### config.mk
export PLATFORM = sky130hd
export DESIGN_NAME = operand_fetch_flat
export DESIGN_NICKNAME = d
export VERILOG_FILES = /design/src/rtl/operand_fetch_if.sv /design/src/rtl/operand_fetch.sv /design/src/flat_wrapper.sv
export SDC_FILE = /design/constraint.sdc
export NUM_CORES = 1
export LEC_CHECK = 0
export BUFFER_PORTS_ARGS = -buffer_cell sky130_fd_sc_hd__buf_4
export CAP_MARGIN = 0
export CELL_PAD_IN_SITES_DETAIL_PLACEMENT = 0
export CELL_PAD_IN_SITES_GLOBAL_PLACEMENT = 1
export CORE_ASPECT_RATIO = 1.75
export CORE_MARGIN = 4
export CORE_UTILIZATION = 45
export CTS_CLUSTER_SIZE = 24
export DETAILED_ROUTE_END_ITERATION = 8
export HOLD_SLACK_MARGIN = 0.08
export PLACE_DENSITY = 0.8
export SYNTH_ARGS = -nofsm -noshare
export SYNTH_HDL_FRONTEND = slang
export SYNTH_SLANG_ARGS = --single-unit
### constraint.sdc
create_clock -name clk -period 2 [get_ports clk]
set_clock_uncertainty 0.05 [all_clocks]
set_input_delay 0.3 -clock clk [delete_from_list [all_inputs] [get_ports clk]]
set_output_delay 0.3 -clock clk [all_outputs]
set_load 0.03 [all_outputs]
### src/rtl/operand_fetch_if.sv
// operand_fetch_if: decode-side issue, write-back and ALU-side operand signals
// of the register-read stage, bundled with directional modports.
interface operand_fetch_if #(
  parameter int DATA_W = 16,
  parameter int ADDR_W = 4,
  parameter int OP_W   = 4
);
  logic              in_valid;
  logic              in_ready;
  logic [ADDR_W-1:0] in_rs_addr;
  logic [ADDR_W-1:0] in_rt_addr;
  logic [OP_W-1:0]   in_op;
  logic [ADDR_W-1:0] in_rd_addr;
  logic              in_we;
  logic              wb_en;
  logic [ADDR_W-1:0] wb_addr;
  logic [DATA_W-1:0] wb_data;
  logic              out_valid;
  logic              out_ready;
  logic [DATA_W-1:0] out_rs;
  logic [DATA_W-1:0] out_rt;
  logic [OP_W-1:0]   out_op;
  logic [ADDR_W-1:0] out_rd_addr;
  logic              out_we;

  // The register-read stage itself.
  modport slave (
    input  in_valid, in_rs_addr, in_rt_addr, in_op, in_rd_addr, in_we,
    input  wb_en, wb_addr, wb_data, out_ready,
    output in_ready, out_valid, out_rs, out_rt, out_op, out_rd_addr, out_we
  );

  // Decode / write-back / execute side driving the stage.
  modport master (
    output in_valid, in_rs_addr, in_rt_addr, in_op, in_rd_addr, in_we,
    output wb_en, wb_addr, wb_data, out_ready,
    input  in_ready, out_valid, out_rs, out_rt, out_op, out_rd_addr, out_we
  );
endinterface

### src/rtl/operand_fetch.sv
// operand_fetch: register-read stage for the 16-bit ALU. Holds the register
// file, reads two sources with write-back bypass, and presents registered
// operands plus opcode through a valid/ready handshake (latency 1).
module operand_fetch #(
  parameter int DATA_W   = 16,
  parameter int ADDR_W   = 4,
  parameter int OP_W     = 4,
  parameter int ZERO_REG = 1
) (
  input logic           clk,
  input logic           rst_n,
  operand_fetch_if.slave bus
);

  localparam int NREG = 1 << ADDR_W;

  logic [DATA_W-1:0] regs [NREG];

  logic              vld_p1;
  logic [DATA_W-1:0] rs_p1;
  logic [DATA_W-1:0] rt_p1;
  logic [OP_W-1:0]   op_p1;
  logic [ADDR_W-1:0] rd_p1;
  logic              we_p1;
  logic [ADDR_W-1:0] rs_addr_p1;
  logic [ADDR_W-1:0] rt_addr_p1;

  logic              accept_p0;
  logic              stall_p1;
  logic [DATA_W-1:0] rs_p0;
  logic [DATA_W-1:0] rt_p0;
  logic              snoop_rs_p1;
  logic              snoop_rt_p1;

  // Register 0 is hard-wired to zero only when ZERO_REG is set.
  function automatic logic is_zero_reg(input logic [ADDR_W-1:0] a);
    return (ZERO_REG != 0) && (a == '0);
  endfunction

  // Source read: zero register wins, then same-cycle write-back, then the file.
  function automatic logic [DATA_W-1:0] read_src(
    input logic [ADDR_W-1:0] a,
    input logic [DATA_W-1:0] stored,
    input logic              wen,
    input logic [ADDR_W-1:0] waddr,
    input logic [DATA_W-1:0] wdata
  );
    if (is_zero_reg(a)) return '0;
    if (wen && (waddr == a)) return wdata;
    return stored;
  endfunction

  // ---- stage p0: read / bypass / handshake ----
  assign bus.in_ready = !vld_p1 || bus.out_ready;
  assign accept_p0    = bus.in_valid && bus.in_ready;
  assign stall_p1     = vld_p1 && !bus.out_ready;

  assign rs_p0 = read_src(bus.in_rs_addr, regs[bus.in_rs_addr], bus.wb_en, bus.wb_addr, bus.wb_data);
  assign rt_p0 = read_src(bus.in_rt_addr, regs[bus.in_rt_addr], bus.wb_en, bus.wb_addr, bus.wb_data);

  // A held operand follows write-back to its source while the ALU stalls.
  assign snoop_rs_p1 = bus.wb_en && (bus.wb_addr == rs_addr_p1) && !is_zero_reg(rs_addr_p1);
  assign snoop_rt_p1 = bus.wb_en && (bus.wb_addr == rt_addr_p1) && !is_zero_reg(rt_addr_p1);

  // Register file write port; writes to the zero register are dropped.
  always_ff @(posedge clk or negedge rst_n) begin
    if (!rst_n) begin
      for (int i = 0; i < NREG; i++) regs[i] <= '0;
    end else if (bus.wb_en && !is_zero_reg(bus.wb_addr)) begin
      regs[bus.wb_addr] <= bus.wb_data;
    end
  end

  // ---- stage p1: output register toward the ALU ----
  // Load on accept, drain on consume, hold and snoop write-back while stalled.
  always_ff @(posedge clk or negedge rst_n) begin
    if (!rst_n) begin
      vld_p1     <= 1'b0;
      rs_p1      <= '0;
      rt_p1      <= '0;
      op_p1      <= '0;
      rd_p1      <= '0;
      we_p1      <= 1'b0;
      rs_addr_p1 <= '0;
      rt_addr_p1 <= '0;
    end else if (accept_p0) begin
      vld_p1     <= 1'b1;
      rs_p1      <= rs_p0;
      rt_p1      <= rt_p0;
      op_p1      <= bus.in_op;
      rd_p1      <= bus.in_rd_addr;
      we_p1      <= bus.in_we;
      rs_addr_p1 <= bus.in_rs_addr;
      rt_addr_p1 <= bus.in_rt_addr;
    end else begin
      if (bus.out_ready) vld_p1 <= 1'b0;
      if (stall_p1 && snoop_rs_p1) rs_p1 <= bus.wb_data;
      if (stall_p1 && snoop_rt_p1) rt_p1 <= bus.wb_data;
    end
  end

  assign bus.out_valid   = vld_p1;
  assign bus.out_rs      = rs_p1;
  assign bus.out_rt      = rt_p1;
  assign bus.out_op      = op_p1;
  assign bus.out_rd_addr = rd_p1;
  assign bus.out_we      = we_p1;

endmodule
### src/flat_wrapper.sv
// flat-port wrapper written by rule: the top's interface ports become plain ports
module operand_fetch_flat 
#(
  parameter int DATA_W   = 16,
  parameter int ADDR_W   = 4,
  parameter int OP_W     = 4,
  parameter int ZERO_REG = 1
)
  (clk, rst_n, bus_in_valid, bus_in_rs_addr, bus_in_rt_addr, bus_in_op, bus_in_rd_addr, bus_in_we, bus_wb_en, bus_wb_addr, bus_wb_data, bus_out_ready, bus_in_ready, bus_out_valid, bus_out_rs, bus_out_rt, bus_out_op, bus_out_rd_addr, bus_out_we);
  operand_fetch_if #(.DATA_W(DATA_W), .ADDR_W(ADDR_W), .OP_W(OP_W)) bus_i ();
  input logic clk;
  input logic rst_n;
  input wire logic [$bits(bus_i.in_valid)-1:0] bus_in_valid;
  input wire logic [$bits(bus_i.in_rs_addr)-1:0] bus_in_rs_addr;
  input wire logic [$bits(bus_i.in_rt_addr)-1:0] bus_in_rt_addr;
  input wire logic [$bits(bus_i.in_op)-1:0] bus_in_op;
  input wire logic [$bits(bus_i.in_rd_addr)-1:0] bus_in_rd_addr;
  input wire logic [$bits(bus_i.in_we)-1:0] bus_in_we;
  input wire logic [$bits(bus_i.wb_en)-1:0] bus_wb_en;
  input wire logic [$bits(bus_i.wb_addr)-1:0] bus_wb_addr;
  input wire logic [$bits(bus_i.wb_data)-1:0] bus_wb_data;
  input wire logic [$bits(bus_i.out_ready)-1:0] bus_out_ready;
  output wire logic [$bits(bus_i.in_ready)-1:0] bus_in_ready;
  output wire logic [$bits(bus_i.out_valid)-1:0] bus_out_valid;
  output wire logic [$bits(bus_i.out_rs)-1:0] bus_out_rs;
  output wire logic [$bits(bus_i.out_rt)-1:0] bus_out_rt;
  output wire logic [$bits(bus_i.out_op)-1:0] bus_out_op;
  output wire logic [$bits(bus_i.out_rd_addr)-1:0] bus_out_rd_addr;
  output wire logic [$bits(bus_i.out_we)-1:0] bus_out_we;
  assign bus_i.in_valid = bus_in_valid;
  assign bus_i.in_rs_addr = bus_in_rs_addr;
  assign bus_i.in_rt_addr = bus_in_rt_addr;
  assign bus_i.in_op = bus_in_op;
  assign bus_i.in_rd_addr = bus_in_rd_addr;
  assign bus_i.in_we = bus_in_we;
  assign bus_i.wb_en = bus_wb_en;
  assign bus_i.wb_addr = bus_wb_addr;
  assign bus_i.wb_data = bus_wb_data;
  assign bus_i.out_ready = bus_out_ready;
  assign bus_in_ready = bus_i.in_ready;
  assign bus_out_valid = bus_i.out_valid;
  assign bus_out_rs = bus_i.out_rs;
  assign bus_out_rt = bus_i.out_rt;
  assign bus_out_op = bus_i.out_op;
  assign bus_out_rd_addr = bus_i.out_rd_addr;
  assign bus_out_we = bus_i.out_we;
  operand_fetch #(.DATA_W(DATA_W), .ADDR_W(ADDR_W), .OP_W(OP_W), .ZERO_REG(ZERO_REG)) u_core (.clk(clk), .rst_n(rst_n), .bus(bus_i));
endmodule
; ---- Word level (Yosys, flattened, before mapping)
; Cells that the tools add are included.
[op_classes]
reduce_logical = 26
n_addsub = 0
muxes = 29
eq_ne = 4
div = 0
bitwise = 3
shifts = 0
magnitude_cmp = 4
mul = 0
[ops]
columns = operator, n
row1 = 2-to-1 mux 16 bit, 17
row2 = bitwise mux 256 bit, 1
row3 = binary-select mux 16 bit (select 4 bit), 2
row4 = demux 16 bit (select 4 bit), 1
row5 = zero test 4 bit, 5
row6 = equality test 4 bit, 4
row7 = >= comparator 5 bit (second input constant), 3
row8 = NOT 4 -> 5 bit, 3
row9 = logical AND 1 bit, 12
row10 = 2-to-1 mux 1 bit, 8
row11 = nonzero test 2 bit, 3
row12 = zero test 1 bit, 5
row13 = less-than comparator 5 x 1 -> 1 bit (second input constant), 1
row14 = logical OR 1 bit, 1
[word_totals]
inputBits = 42
word_cells = 90
latch_bits = 0
romBits = 0
n_memories = 0
regBits = 306
out_inout_bits = 43
mem_bits_rw = 0

; ---- Logic depth before layout (Yosys ltp)
; Gate-level depths: netlist of the first run.
[depth]
word_depth = 7
mapped_depth = 8
mapped_depth_nobuf = 5

; ---- Worst setup path after synthesis of the first run
; No wires, ideal clock.
[synth_path]
path_kind = register -> register
startpoint = reg u_core.vld_p1, in the netlist u_core.bus.out_valid
endpoint = reg u_core.rs_p1[0], in the netlist u_core.bus.out_rs[0]
setup_time_ns = 0.141
required_ns = 1.809
stages_incl_launch_ff = 7
arrival_ns = 1.910
path_buffers = 3
slack_ns = -0.102
period_less_slack_ns = 2.102
cell_sequence = dfrtp_1 nand2b_1 and2_1 clkbuf_1 clkbuf_1 clkbuf_1 o32ai_1
[synth_between]
elab_chain_cells = 4
elab_cells_between_ends = 7
classes_between = mux: 1 / reduce/logical: 6
[synth_lines]
columns = element, line
row1 = "start, declared", operand_fetch.sv:19  ; logic vld_p1;
row2 = "start signal, assigned", operand_fetch.sv:78  ; vld_p1 <= 1'b0;
row3 = "start signal, assigned", operand_fetch.sv:87  ; vld_p1 <= 1'b1;
row4 = "start signal, assigned", operand_fetch.sv:96  ; if (bus.out_ready) vld_p1 <= 1'b0;
row5 = zero test 1 bit (*), operand_fetch.sv:54  ; assign bus.in_ready = !vld_p1 || bus.out_ready;
row6 = logical OR 1 bit (*), operand_fetch.sv:54
row7 = net bus_in_ready, flat_wrapper.sv:23  ; output wire logic [$bits(bus_i.in_ready)-1:0] bus_in_ready;
row8 = logical AND 1 bit (*), operand_fetch.sv:55  ; assign accept_p0 = bus.in_valid && bus.in_ready;
row9 = 2-to-1 mux 16 bit or nonzero test 2 bit (tied branches), n/a
row10 = "end signal, assigned", operand_fetch.sv:88  ; rs_p1 <= rs_p0;
row11 = "end signal, assigned", operand_fetch.sv:97  ; if (stall_p1 && snoop_rs_p1) rs_p1 <= bus.wb_data;
row12 = "end, declared", operand_fetch.sv:20  ; logic [DATA_W-1:0] rs_p1;
; The timed path passes the listed nets; every way through them passes the cells marked *.
; A chain may end at the register's enable or synchronous reset.

; ---- Final worst setup path of the first run
[layout_path]
startpoint = in bus_in_rs_addr[3]
endpoint = reg u_core.rs_p1[15], in the netlist u_core.bus.out_rs[15]
[layout_between]
elab_chain_cells = 7
elab_cells_between_ends = 14
classes_between = eq/ne: 1 / mux: 10 / bitwise: 1 / reduce/logical: 2
[layout_lines]
columns = element, line
row1 = "start, declared", flat_wrapper.sv:14  ; input wire logic [$bits(bus_i.in_rs_addr)-1:0] bus_in_rs_addr;
row2 = NOT 4 -> 5 bit (not written as such) or equality test 4 bit (tied branches), "operand_fetch.sv:58, operand_fetch.sv:49"
row3 = binary-select mux 16 bit (select 4 bit) or logical AND 1 bit (tied branches), "operand_fetch.sv:58, operand_fetch.sv:49"
row4 = 2-to-1 mux 16 bit (not written as such) or 2-to-1 mux 1 bit (tied branches) (2 in series), "operand_fetch.sv:58, operand_fetch.sv:49"
row5 = 2-to-1 mux 16 bit, operand_fetch.sv:50  ; return stored;
row6 = 2-to-1 mux 16 bit (*), operand_fetch.sv:49  ; if (wen && (waddr == a)) return wdata;
row7 = 2-to-1 mux 16 bit (*), operand_fetch.sv:86  ; end else if (accept_p0) begin
; Mark *: on every way between the ends. The rest lies on a longest branch, timed or not. The select of a mux whose other input is x is not followed.

==> results of run 1 <==
==> cell type report <==
class / count / area [um^2] / share of cell area, %
multi-input cells: 772 / 7978 / 40.24
inverters: 2 / 7.507 / 0.03787
clock inverters: 11 / 191.4 / 0.9657
well taps: 465 / 581.8 / 2.935
repair buffers: 237 / 2479 / 12.50
flip-flops and latches: 306 / 7657 / 38.63
clock buffers: 45 / 928.4 / 4.683
==> layer usage <==
layer,share of wire [%],up-vias
met4,5.2,0
li1,-,4859
met1,38,6019
met2,52,424
met3,4.7,135
met5,0,-
==> state kept, by name (all words and copies together), names as in the netlist <==
name                    count
u_core.bus.out_rs          16
u_core.bus.out_rt          16
u_core.bus.out_valid        1
u_core.rt_addr_p1           4
u_core.bus.out_rd_addr      4
u_core.bus.out_we           1
u_core.rs_addr_p1           4
u_core.regs               256
u_core.bus.out_op           4
==> cell families (layout without fill, tap and decap cells) <==
family / Yosys count / in the layout / share of synthesized area, %
mux: 481 / 481 / 36.46
flops: 306 / 306 / 47.03
compound gates: 100 / 100 / 5.272
buf+inv: 145 / 295 / 4.326
xor+xnor: 16 / 16 / 0.8607
simple gates: 175 / 175 / 6.048
==> cell usage after synthesis <==
cell and number:
sky130_fd_sc_hd__dfrtp_1 306, sky130_fd_sc_hd__mux2_2 257, sky130_fd_sc_hd__mux2i_1 160, sky130_fd_sc_hd__mux4_2 64
sky130_fd_sc_hd__clkbuf_1 56, sky130_fd_sc_hd__buf_2 51, sky130_fd_sc_hd__nor2_1 43, sky130_fd_sc_hd__nor4_1 34
sky130_fd_sc_hd__and3_1 32, sky130_fd_sc_hd__nor2b_1 31, sky130_fd_sc_hd__o32ai_1 31, sky130_fd_sc_hd__o221ai_1 30
sky130_fd_sc_hd__o22a_1 30, sky130_fd_sc_hd__buf_1 16, sky130_fd_sc_hd__xor2_1 14, sky130_fd_sc_hd__buf_4 11
sky130_fd_sc_hd__nand2b_1 8, sky130_fd_sc_hd__buf_6 7, sky130_fd_sc_hd__nand2_1 5, sky130_fd_sc_hd__nand3_1 5
sky130_fd_sc_hd__or3_1 5, sky130_fd_sc_hd__nand3b_1 4, sky130_fd_sc_hd__o22ai_1 4, sky130_fd_sc_hd__clkbuf_2 2
sky130_fd_sc_hd__inv_1 2, sky130_fd_sc_hd__nor3_1 2, sky130_fd_sc_hd__nor3b_1 2, sky130_fd_sc_hd__o21ai_0 2
sky130_fd_sc_hd__o21ai_1 2, sky130_fd_sc_hd__or3b_1 2, sky130_fd_sc_hd__xnor2_1 2, sky130_fd_sc_hd__and2_1 1
sky130_fd_sc_hd__nor4_2 1, sky130_fd_sc_hd__o32ai_2 1
==> per-stage QoR <==
stage           TNS, ns  util (%)
2_1_floorplan         0         -
3_3_place_gp    -0.7889     51.84
3_5_place_dp     -1.292     51.84
4_1_cts               0     55.61
5_1_grt        -0.07447     55.80
6_report              0     55.80
==> report_power, final <==
group / switching [mW] / total, mW / internal, mW
logic: 2.11 / 4.77 / 2.66
clock network: 2.52 / 6.37 / 3.85
registers: 1.12 / 8.66 / 7.54
total: 5.75 / 19.8 / 14.0
==> path summary, 6_finish.rpt <==
path / slack, ns / start / cells after the start / end
setup reg to reg: 0.22 / u_core.rs_addr_p1[2] / 6 / u_core.bus.out_rs[11]
max in group asynchronous: 1.05 / rst_n / 3 / u_core.regs[134]
min in group asynchronous: 0.15 / rst_n / 2 / u_core.regs[97]
hold / removal: 0.11 / bus_wb_data[2] / 3 / u_core.bus.out_rt[2]
hold reg to reg: 0.35 / u_core.regs[252] / 0 / u_core.regs[252]
setup / recovery: 0.02 / bus_in_rs_addr[3] / 9 / u_core.bus.out_rs[15]
==> worst reg2reg max path: cells and delay by family, from the launching register on <==
family	cells	cell delay, ns
xor gates and xnor gates	1	0.15
AOI/OAI and AO/OA	1	0.12
buffers and inverters	1	0.18
muxes	1	0.26
and+or+nand+nor	2	0.46
DFF	1	0.40
==> repair_timing <==
| item | CTS | global route |
|---|---|---|
| hold buffers | 22 | 0 |
| buffers inserted | 0 | 1 |
| endpoints found under the hold margin | 370 | 0 |
| resized for setup | 0 | 11 |
| setup endpoints to repair | 0 | 9 |
==> reports/qor.tcl, run 1 <==
set qor(run_status) {finished, final reports clean}
set qor(seq_area_frac_synth_pct) 47.03
set qor(timing.final.max_slew_violations) 0
set qor(die_w_um) 151.8
set qor(fin_area_mm2) 0.01982
set qor(coreArea_mm2) 0.03552
set qor(yosysWarnings) 0
set qor(nFillCells) 2912
set qor(setup_slack_ns) 0.01950
set qor(grt.met3_usage_pct) 2.702
set qor(hpwlAfterDp_mm) 33.04
set qor(ioPinCount) 85
set qor(grt_busiest_layer) {met2}
set qor(remaining_drcs) 0
set qor(drive_gt1_share_pct) 43.99
set qor(cts_buffer_depth) 3
set qor(drt-wirelength-per-cell_um) 26.34
set qor(grt_setup_unrepaired) {true}
set qor(row_count) 91
set qor(met2_track_demand_over_resource_pct) 43.68
set qor(power.ir.vdd_worst_mv) 0.6630
set qor(gr-usage-all-layers_pct) 24.79
set qor(maximum_number_of_pins_on_one_net_before_global_route_repair) 61
set qor(worst_pin_slew_ns) 0.4353
set qor(min_tclk_post_route_ns) 1.981
set qor(viasPerCell) 6.223
set qor(globalRouteMet1Util_pct) 30.20
set qor(timing_hold_violations_final) 0
set qor(synth.lib_cells_used.distinct) 34
set qor(postSynthRegisterBits) 306
set qor(synth_top_area_cell) {sky130_fd_sc_hd__dfrtp_1}
set qor(final_antenna_net_count) 0
set qor(placement.io_buffers) 84
set qor(setup_viol) 0
set qor(cp.required_ns) 2.43
set qor(clk_latency_ns) 0.58
set qor(place.gp.congestion) 0.8667
set qor(dr.first_iter.drc_count) 681
set qor(numCtsBuffers) 30
set qor(cellPowerDensity_mw_per_mm2) 998.6
set qor(timing.critical_path.slowest_cell_delay_ns) 0.54
set qor(non_filler_cells_final) 1838
set qor(critPathMostFrequentCell) {sky130_fd_sc_hd__buf_4}
set qor(critical_path.cell_chain) {dlygate4sd3_1, buf_4, or3b_4, buf_2, o22a_1, o221ai_1, nor4_1, buf_4, o32ai_1}
set qor(mostFrequentLayoutCell) {sky130_fd_sc_hd__dfrtp_1}
set qor(clock_tree.htree_level_count) 1
set qor(cp_data_arrival_time_ns) 2.41
set qor(totalPowerFinal_mw) 19.79
set qor(cells_after_synth) 1223
set qor(placement.setup.worst_slack_ns) -0.1591
set qor(hold_ws_ns) 0.1080
set qor(dr_total_vias) 11440
set qor(cts_tree) {yes}
set qor(yosys.area.top_type_share_pct) 47.03
set qor(first_global_vias) 12190
set qor(power.static_leakage_nw) 8.907
set qor(path_clk_slew_ns) 0.07
set qor(layout.nets) 1391
set qor(grt_antenna_before_repair) 0
set qor(endpoint_kind) {flop}
set qor(timing.final.crit_share_pct) 99.03
set qor(mostFrequentLayoutCells) {sky130_fd_sc_hd__dfrtp_1, sky130_fd_sc_hd__mux2_2, sky130_fd_sc_hd__buf_4, sky130_fd_sc_hd__mux2i_1, sky130_fd_sc_hd__mux4_2}
set qor(syn_avg_cell_area_um2) 13.31
set qor(postPlaceCellArea_mm2) 0.01842
set qor(die_area_mm2) 0.03941
set qor(ys_top_cells_by_area) {sky130_fd_sc_hd__dfrtp_1, sky130_fd_sc_hd__mux2_2, sky130_fd_sc_hd__mux2i_1, sky130_fd_sc_hd__mux4_2, sky130_fd_sc_hd__o32ai_1}
set qor(clock_sink_count) 306
set qor(grt_pass1_wl_mm) 74.45
set qor(global_route.overflow_total) 0
set qor(worst_path_dominant_cell_family) {buffers and inverters}
set qor(start_kind) {input pin}
set qor(totalWireLength_mm) 48.41
set qor(cell_at_the_slowest_stage_of_the_critical_path) {sky130_fd_sc_hd__dlygate4sd3_1}
set qor(timing.hold.worst.class) {input pin to flop}
set qor(critPathMaxFanout) 5
set qor(critPathKind) {input pin to flop}
set qor(critical_path_buf_inv_count) 4
set qor(place.detailed.instances) 1758
set qor(post_synth_net_total) 1265
set qor(clk_root_buffer_cell) {sky130_fd_sc_hd__clkbuf_16}
set qor(num_antenna_cells) 0
set qor(initial_utilization_pct) 45.83
set qor(die_h_um) 259.6
set qor(slew_headroom_pct) 70.98
set qor(cap_violations) 0
set qor(synth_area_mm2) 0.01628
set qor(achievable-frequency_ghz) 0.5049
set qor(drt_pass1_iterations) 4
set qor(synthToLayoutAreaGrowth_pct) 21.75
No activity file was read; power rests on OpenSTA's default activity.
==> run 2, diff against run 1 <==
--- a/config.mk
+++ b/config.mk
@@ -12,6 +12,7 @@
 export CORE_ASPECT_RATIO = 1.75
 export CORE_MARGIN = 4
 export CORE_UTILIZATION = 45
+export CTS_BUF_LIST = sky130_fd_sc_hd__clkbuf_16
 export CTS_CLUSTER_SIZE = 24
 export DETAILED_ROUTE_END_ITERATION = 8
 export HOLD_SLACK_MARGIN = 0.08
==> constraint.sdc (replaced) <==
create_clock -name clk -period 2.5 [get_ports clk]
set_clock_uncertainty 0.05 [all_clocks]
set_input_delay 0.25 -clock clk [delete_from_list [all_inputs] [get_ports clk]]
set_output_delay 0.25 -clock clk [all_outputs]
set_load 0.03 [all_outputs]
==> run 2 against run 1 <==
Against the previous run: die area unchanged; utilization down 2.6 points; via count down 3.3%; critical endpoint is now u_core.bus.out_rs[14]; largest power group unchanged; highest routed layer unchanged.
==> reports/qor.tcl, run 2 (same netlist as run 1, synthesis figures left out) <==
set qor(run_status) {finished, final reports clean}
set qor(ctsHoldBuffers) 28 ;# +27%
set qor(cp.required_ns) 2.89 ;# +0.46 ns
set qor(gr-usage-all-layers_pct) 23.82 ;# -0.97 points
set qor(cts_post_setup_buffers_inserted) 0 ;# unchanged
set qor(critPathMaxFanout) 15 ;# +10
set qor(critPathKind) {input pin to flop}
set qor(clock_sink_count) 306 ;# unchanged
set qor(setup_viol) 0 ;# unchanged
set qor(global_route.overflow_total) 0 ;# unchanged
set qor(numCtsBuffers) 29 ;# -3.3%
set qor(start_kind) {input pin}
set qor(totalWireLength_mm) 46.26 ;# -4.4%
set qor(grt_antenna_before_repair) 0 ;# unchanged
set qor(die_h_um) 259.6 ;# unchanged
set qor(cap_violations) 0 ;# unchanged
set qor(cp_data_arrival_time_ns) 2.45 ;# +0.04 ns
set qor(timing.hold.worst.class) {input pin to flop}
set qor(largest_register) {u_core.regs}
set qor(layout.nets) 1338 ;# -3.8%
set qor(dr_total_vias) 11060 ;# -3.3%
set qor(clk_root_buffer_cell) {sky130_fd_sc_hd__clkbuf_16}
set qor(mostFrequentLayoutCells) {sky130_fd_sc_hd__dfrtp_1, sky130_fd_sc_hd__mux2_2, sky130_fd_sc_hd__mux2i_1, sky130_fd_sc_hd__buf_4, sky130_fd_sc_hd__mux4_2}
set qor(drt_pass1_iterations) 5 ;# +1
set qor(non_filler_cells_final) 1780 ;# -3.2%
set qor(power.ir.vdd_worst_mv) 0.4794 ;# -28%
set qor(ioPinCount) 85 ;# unchanged
set qor(critPathMostFrequentCell) {sky130_fd_sc_hd__buf_4}
set qor(cts_tree) {yes}
set qor(initial_utilization_pct) 45.83 ;# unchanged
set qor(coreArea_mm2) 0.03552 ;# unchanged
set qor(die_area_mm2) 0.03941 ;# unchanged
set qor(placement.io_buffers) 84 ;# unchanged
set qor(maximum_number_of_pins_on_one_net_before_global_route_repair) 73 ;# +20%
set qor(setup-tns-final_ns) 0 ;# unchanged
set qor(critical_path_buf_inv_count) 3 ;# -1
set qor(endpoint_kind) {flop}
set qor(drt-wirelength-per-cell_um) 25.99 ;# -1.3%
set qor(clk_latency_ns) 0.55 ;# -0.03 ns
set qor(drive_gt1_share_pct) 40.08 ;# -3.9 points
set qor(power.static_leakage_nw) 8.454 ;# -5.1%
set qor(dr.first_iter.drc_count) 676 ;# -0.73%
set qor(timing.final.max_slew_violations) 0 ;# unchanged
set qor(synthToLayoutAreaGrowth_pct) 16.00
set qor(grt_setup_unrepaired) {false}
set qor(largest_register_ff_count) 256 ;# unchanged
set qor(place.detailed.instances) 1702 ;# -3.2%
set qor(worst_path_dominant_cell_family) {buffers and inverters}
set qor(remaining_drcs) 0 ;# unchanged
set qor(critical_path.cell_chain) {dlygate4sd3_1, buf_4, xor2_1, nor3_1, and3_1, buf_4, nor4_1, o32ai_1}
set qor(final_antenna_net_count) 0 ;# unchanged
set qor(achievable-frequency_ghz) 0.4865
set qor(slew_headroom_pct) 58.88 ;# -12 points
set qor(timing_hold_violations_final) 0 ;# unchanged
set qor(cell_at_the_slowest_stage_of_the_critical_path) {sky130_fd_sc_hd__dlygate4sd3_1}
set qor(timing.critical_path.slowest_cell_delay_ns) 0.54 ;# about the same
set qor(register_area_mm2) 0.007657 ;# unchanged
set qor(path_clk_slew_ns) 0.06 ;# about the same
set qor(multi_input_area_mm2) 0.007926 ;# -0.64%
set qor(totalPowerFinal_mw) 15.27 ;# -23%
set qor(first_global_vias) 11700 ;# -4.1%
set qor(num_antenna_cells) 0 ;# unchanged
set qor(hpwlAfterDp_mm) 30.49 ;# -7.7%
set qor(cts_resized) 0 ;# unchanged
set qor(place.gp.congestion) 0.8734 ;# +0.77%
set qor(nFillCells) 3008 ;# +3.3%
set qor(reg2reg_setup_slack_ns) 0.62 ;# +0.40 ns
set qor(cellPowerDensity_mw_per_mm2) 808.4 ;# -19%
set qor(clock_tree.htree_level_count) 1 ;# unchanged
set qor(hold_ws_ns) 0.06919 ;# -0.03882 ns
set qor(min_tclk_post_route_ns) 2.055
set qor(mostFrequentLayoutCell) {sky130_fd_sc_hd__dfrtp_1}
set qor(worst_pin_slew_ns) 0.6168 ;# +0.1815 ns
set qor(placement.setup.worst_slack_ns) 0.3185 ;# +0.4776 ns
set qor(row_count) 91 ;# unchanged
set qor(cts_buffer_depth) 3 ;# unchanged
set qor(timing.final.crit_share_pct) 82.22
set qor(setup_slack_ns) 0.4446 ;# +0.4251 ns
set qor(grt_pass1_wl_mm) 70.97 ;# -4.7%
set qor(viasPerCell) 6.214 ;# -0.14%
set qor(die_w_um) 151.8 ;# unchanged
-- run 2: cell types whose count changed in the layout (fill, tap and decap cells not counted), moves of 4 or more --
cell | previous run | this run
sky130_fd_sc_hd__buf_4 | 161 | 137
sky130_fd_sc_hd__dlygate4sd3_1 | 21 | 28
sky130_fd_sc_hd__buf_12 | 50 | 19
sky130_fd_sc_hd__clkinv_1 | 0 | 4
sky130_fd_sc_hd__clkbuf_8 | 10 | 0
sky130_fd_sc_hd__clkbuf_1 | 4 | 0
-- run 2: path summary, 6_finish.rpt --
path,from,to,cells past startpoint
min reg2reg,u_core.regs[241],u_core.regs[241],0
max,bus_in_rs_addr[2],u_core.bus.out_rs[14],8
min,bus_out_ready,u_core.bus.out_valid,3
max reg2reg,u_core.bus.out_valid,u_core.rs_addr_p1[0],4
min in group asynchronous,rst_n,u_core.bus.out_rs[15],2
max in group asynchronous,rst_n,u_core.regs[161],3
-- run 2: worst reg2reg max path, stage by stage, from the launching register on --
cell                       delay [ns]
sky130_fd_sc_hd__dfrtp_1         0.39
sky130_fd_sc_hd__nand2b_1        0.20
sky130_fd_sc_hd__and2_2          0.37
sky130_fd_sc_hd__buf_4           0.36
sky130_fd_sc_hd__mux2_2          0.39
-- run 2: per-stage QoR --
stage          util, %  area (um^2)
2_1_floorplan        -        16280
3_3_place_gp     49.54        17600
3_5_place_dp     49.54        17600
4_1_cts          53.17        18890
5_1_grt          53.17        18890
6_report         53.17        18890
-- run 2: area by class of cell --
class	instances	area share, %
clock buffer	29	3.842
clock inverter	21	1.504
inverter	2	0.03975
multi-input combinational	772	41.97
sequential	306	40.54
tap	465	3.080
timing repair buffer	185	9.023
-- run 2: metal layers --
layer  wire length, um  part of all wire [%]  GRT usage (%)
met5                 0                     0              0
met2             24310                    53          42.33
met4              2008                   4.3          10.27
met3              2625                   5.7          3.504
met1             17320                    37          28.38
-- run 2: report_power, final --
group	switching [mW]	leakage [nW]	internal, mW	total (mW)
Sequential	0.839	3.79	6.03	6.87
Combinational	1.62	4.17	2.02	3.65
Clock	1.92	0.493	2.82	4.75
==> run 3, diff against run 2 <==
--- a/config.mk
+++ b/config.mk
@@ -5,18 +5,19 @@
 export SDC_FILE = /design/constraint.sdc
 export NUM_CORES = 1
 export LEC_CHECK = 0
+export ABC_AREA = 1
 export BUFFER_PORTS_ARGS = -buffer_cell sky130_fd_sc_hd__buf_4
 export CAP_MARGIN = 0
 export CELL_PAD_IN_SITES_DETAIL_PLACEMENT = 0
 export CELL_PAD_IN_SITES_GLOBAL_PLACEMENT = 1
 export CORE_ASPECT_RATIO = 1.75
 export CORE_MARGIN = 4
-export CORE_UTILIZATION = 45
+export CORE_UTILIZATION = 41
 export CTS_BUF_LIST = sky130_fd_sc_hd__clkbuf_16
 export CTS_CLUSTER_SIZE = 24
 export DETAILED_ROUTE_END_ITERATION = 8
 export HOLD_SLACK_MARGIN = 0.08
-export PLACE_DENSITY = 0.8
+export PLACE_DENSITY = 0.85
 export SYNTH_ARGS = -nofsm -noshare
 export SYNTH_HDL_FRONTEND = slang
 export SYNTH_SLANG_ARGS = --single-unit
==> constraint.sdc (replaced) <==
create_clock -name clk -period 1.8 [get_ports clk]
set_clock_uncertainty 0.05 [all_clocks]
set_input_delay 0.18 -clock clk [delete_from_list [all_inputs] [get_ports clk]]
set_output_delay 0.18 -clock clk [all_outputs]
set_load 0.03 [all_outputs]
==> run 3 against run 2 <==
Against the previous run: sequential share of layout area down 2.7 points; hold slack improved by 0.039 ns; sequential power rose by 33%; via count rose by 55%.
==> reports/qor.tcl, run 3 <==
set qor(run_status) {finished, final reports clean}
set qor(layout.nets) 2616 ;# +96%
set qor(cts_post_setup_buffers_inserted) 0 ;# unchanged
set qor(placement.setup.worst_slack_ns) 0.1357 ;# -0.1828 ns
set qor(drive_gt1_share_pct) 9.584 ;# -30 points
set qor(cts_tree) {yes}
set qor(placement.io_buffers) 84 ;# unchanged
set qor(largest_register_ff_count) 256 ;# unchanged
set qor(drt-wirelength-per-cell_um) 20.31 ;# -22%
set qor(grt.met3_usage_pct) 2.726 ;# -0.78 points
set qor(place.detailed.instances) 3060 ;# +80%
set qor(first_global_vias) 16840 ;# +44%
set qor(clk_latency_ns) 0.59 ;# +0.04 ns
set qor(synth_top_area_cell) {sky130_fd_sc_hd__dfrtp_1}
set qor(critical_path.cell_chain) {inv_1, nor2_2, buf_4, inv_1, buf_4}
set qor(synth_area_mm2) 0.01713 ;# +5.2%
set qor(postSynthRegisterBits) 306 ;# unchanged
set qor(timing.hold.worst.class) {input pin to flop}
set qor(dr.first_iter.drc_count) 1620 ;# +140%
set qor(timing_hold_violations_final) 0 ;# unchanged
set qor(slew_headroom_pct) 60.64 ;# +1.8 points
set qor(r2r-start) {u_core.bus.out_valid}
set qor(yosysWarnings) 0 ;# unchanged
set qor(synthToLayoutAreaGrowth_pct) 18.19
set qor(cap_violations) 0 ;# unchanged
set qor(min_tclk_post_route_ns) 1.692
set qor(met2_track_demand_over_resource_pct) 47.80 ;# +5.5 points
set qor(timing.final.crit_share_pct) 94.00
set qor(clock_tree.htree_level_count) 1 ;# unchanged
set qor(initial_utilization_pct) 41.71 ;# -4.1 points
set qor(coreArea_mm2) 0.04108 ;# +16%
set qor(numCtsBuffers) 31 ;# +6.9%
set qor(globalRouteMet1Util_pct) 34.24 ;# +5.9 points
set qor(global_route.overflow_total) 0 ;# unchanged
set qor(synth.lib_cells_used.distinct) 21 ;# -38%
set qor(synthArstFlopShare_pct) 100.0 ;# unchanged
set qor(fin_area_mm2) 0.02025 ;# +7.2%
set qor(reg2reg_depth) 9 ;# +5
set qor(setup.worst_path.start) {u_core.bus.out_valid}
set qor(setup_viol) 0 ;# unchanged
set qor(timing.final.max_slew_violations) 0 ;# unchanged
set qor(yosys.cell_count.top_type) {sky130_fd_sc_hd__nand2_1}
set qor(viasPerCell) 5.435 ;# -13%
set qor(clock_sink_count) 306 ;# unchanged
set qor(cts_buffer_depth) 3 ;# unchanged
set qor(die_area_mm2) 0.04525 ;# +15%
set qor(grt_pass1_wl_mm) 99.24 ;# +40%
set qor(maximum_number_of_pins_on_one_net_before_global_route_repair) 87 ;# +19%
set qor(timing.critical_path.slowest_cell_delay_ns) 0.34 ;# -0.20 ns
set qor(endpoint_kind) {output port}
set qor(largest_register) {u_core.regs}
set qor(die_h_um) 278.4 ;# +7.2%
set qor(whs_path_depth) 4 ;# +1
set qor(non_filler_cells_final) 3148 ;# +77%
set qor(hpwlAfterDp_mm) 43.30 ;# +42%
set qor(postPlaceCellArea_mm2) 0.01891 ;# +7.5%
set qor(critPathKind) {flop to output port}
set qor(cp_data_arrival_time_ns) 1.46 ;# -0.99 ns
set qor(critPathMaxFanout) 2 ;# -13
set qor(cells_after_synth) 2528 ;# +110%
set qor(place.gp.congestion) 1.003 ;# +15%
set qor(hold-path-endpoint) {u_core.rs_addr_p1[3]}
set qor(setup-tns-final_ns) 0 ;# unchanged
set qor(dr_total_vias) 17110 ;# +55%
set qor(hold_ws_ns) 0.1083 ;# +0.03914 ns
set qor(seq_area_frac_synth_pct) 44.70 ;# -2.3 points
set qor(grt_busiest_layer) {met2}
set qor(synth_ff_type) {sky130_fd_sc_hd__dfrtp_1}
set qor(rr_endpoint) {u_core.bus.out_rs[13]}
set qor(grt_antenna_before_repair) 0 ;# unchanged
set qor(final_antenna_net_count) 0 ;# unchanged
set qor(mostFrequentLayoutCells) {sky130_fd_sc_hd__nand2_1, sky130_fd_sc_hd__nand3_1, sky130_fd_sc_hd__dfrtp_1, sky130_fd_sc_hd__o21ai_0, sky130_fd_sc_hd__inv_1}
set qor(mostFrequentLayoutCell) {sky130_fd_sc_hd__nand2_1}
set qor(start_kind) {flop}
set qor(totalPowerFinal_mw) 20.97 ;# +37%
set qor(reg2reg_setup_slack_ns) 0.20 ;# -0.42 ns
set qor(totalWireLength_mm) 63.94 ;# +38%
set qor(path_clk_slew_ns) 0.07 ;# about the same
set qor(syn_avg_cell_area_um2) 6.777 ;# -49%
set qor(grt_setup_unrepaired) {false}
set qor(power.static_leakage_nw) 10.26 ;# +21%
set qor(post_synth_net_total) 2570 ;# +100%
set qor(setup_slack_ns) 0.1080 ;# -0.3366 ns
set qor(yosys.area.top_type_share_pct) 44.70 ;# -2.3 points
set qor(num_antenna_cells) 0 ;# unchanged
set qor(fin_util_pct) 49.29 ;# -3.9 points
set qor(gr-usage-all-layers_pct) 28.21 ;# +4.4 points
set qor(critical_path_buf_inv_count) 4 ;# +1
set qor(achievable-frequency_ghz) 0.5910
set qor(synth-edff-count) 0 ;# unchanged
set qor(cp.required_ns) 1.57 ;# -1.32 ns
set qor(remaining_drcs) 0 ;# unchanged
set qor(cell_at_the_slowest_stage_of_the_critical_path) {sky130_fd_sc_hd__dfrtp_1}
set qor(drt_pass1_iterations) 6 ;# +1
set qor(ys_top_cells_by_area) {sky130_fd_sc_hd__dfrtp_1, sky130_fd_sc_hd__nand2_1, sky130_fd_sc_hd__nand3_1, sky130_fd_sc_hd__o21ai_0, sky130_fd_sc_hd__inv_1}
set qor(clk_root_buffer_cell) {sky130_fd_sc_hd__clkbuf_16}
set qor(worst_path_dominant_cell_family) {buffers and inverters}
set qor(die_w_um) 162.5 ;# +7.1%
set qor(synth.cells.most_frequent) {sky130_fd_sc_hd__nand2_1, sky130_fd_sc_hd__nand3_1, sky130_fd_sc_hd__dfrtp_1}
set qor(cellPowerDensity_mw_per_mm2) 1036 ;# +28%
set qor(worstHoldStart) {bus_in_rs_addr[3]}
set qor(power.ir.vdd_worst_mv) 0.7101 ;# +48%
set qor(row_count) 98 ;# +7.7%
set qor(ioPinCount) 85 ;# unchanged
set qor(worst_pin_slew_ns) 0.5898 ;# -0.02706 ns
run 3: power breakdown:
group	switching [mW]	internal, mW	leakage [nW]	total (mW)
registers	0.953	8.19	3.81	9.15
clock network	2.95	3.71	0.504	6.66
logic	3.30	1.87	5.94	5.17
run 3: worst max path at each step:
stage	to	slack, ns	cells past startpoint
finish	bus_in_ready	0.11	5
global route	bus_in_ready	0.01	5
CTS	bus_in_ready	0.03	5
detailed placement	u_core.bus.out_rs[13]	0.14	13
global placement	u_core.bus.out_rs[5]	0.13	12
floorplan	u_core.bus.out_rt[10]	0.07	10
run 3: cell families (layout without fill, tap and decap cells):
family	count (synthesis)	after routing	synth area share, %
AND/OR/NAND/NOR	1455	1455	34.82
buffers and inverters	413	483	9.575
AO/OA/AOI/OAI	350	350	10.71
XOR/XNOR	4	4	0.2045
flip-flops	306	306	44.70
run 3: cell type report:
class | instances | area [um^2]
multi-input cells | 1809 | 7851
fillers | 4095 | 20830
clock inverters | 26 | 237.7
flip-flops and latches | 306 | 7657
repair buffers | 207 | 2212
inverters | 219 | 824.5
well taps | 550 | 688.2
clock buffers | 31 | 775.7
run 3: timing repair:
action | in CTS | in global routing
hold endpoints to repair | 366 | 0
hold buffers | 31 | 0
setup endpoints to repair | 0 | 11
gates resized for setup | 0 | 1
run 3: routing by layer:
metal	up-vias	routed length (um)
li1	8093	-
met1	8117	24100
met2	700	31430
met3	198	3685
met4	0	4718
met5	-	0
run 3: worst register-to-register path, stage by stage, from the launching register on:
cell,delay (ns)
sky130_fd_sc_hd__dfrtp_1,0.38
sky130_fd_sc_hd__inv_1,0.07
sky130_fd_sc_hd__nor2_2,0.04
sky130_fd_sc_hd__nor2_2,0.13
sky130_fd_sc_hd__buf_12,0.18
sky130_fd_sc_hd__nand2_1,0.12
sky130_fd_sc_hd__buf_12,0.17
sky130_fd_sc_hd__a21oi_1,0.12
sky130_fd_sc_hd__nand2_1,0.12
sky130_fd_sc_hd__a21oi_1,0.14
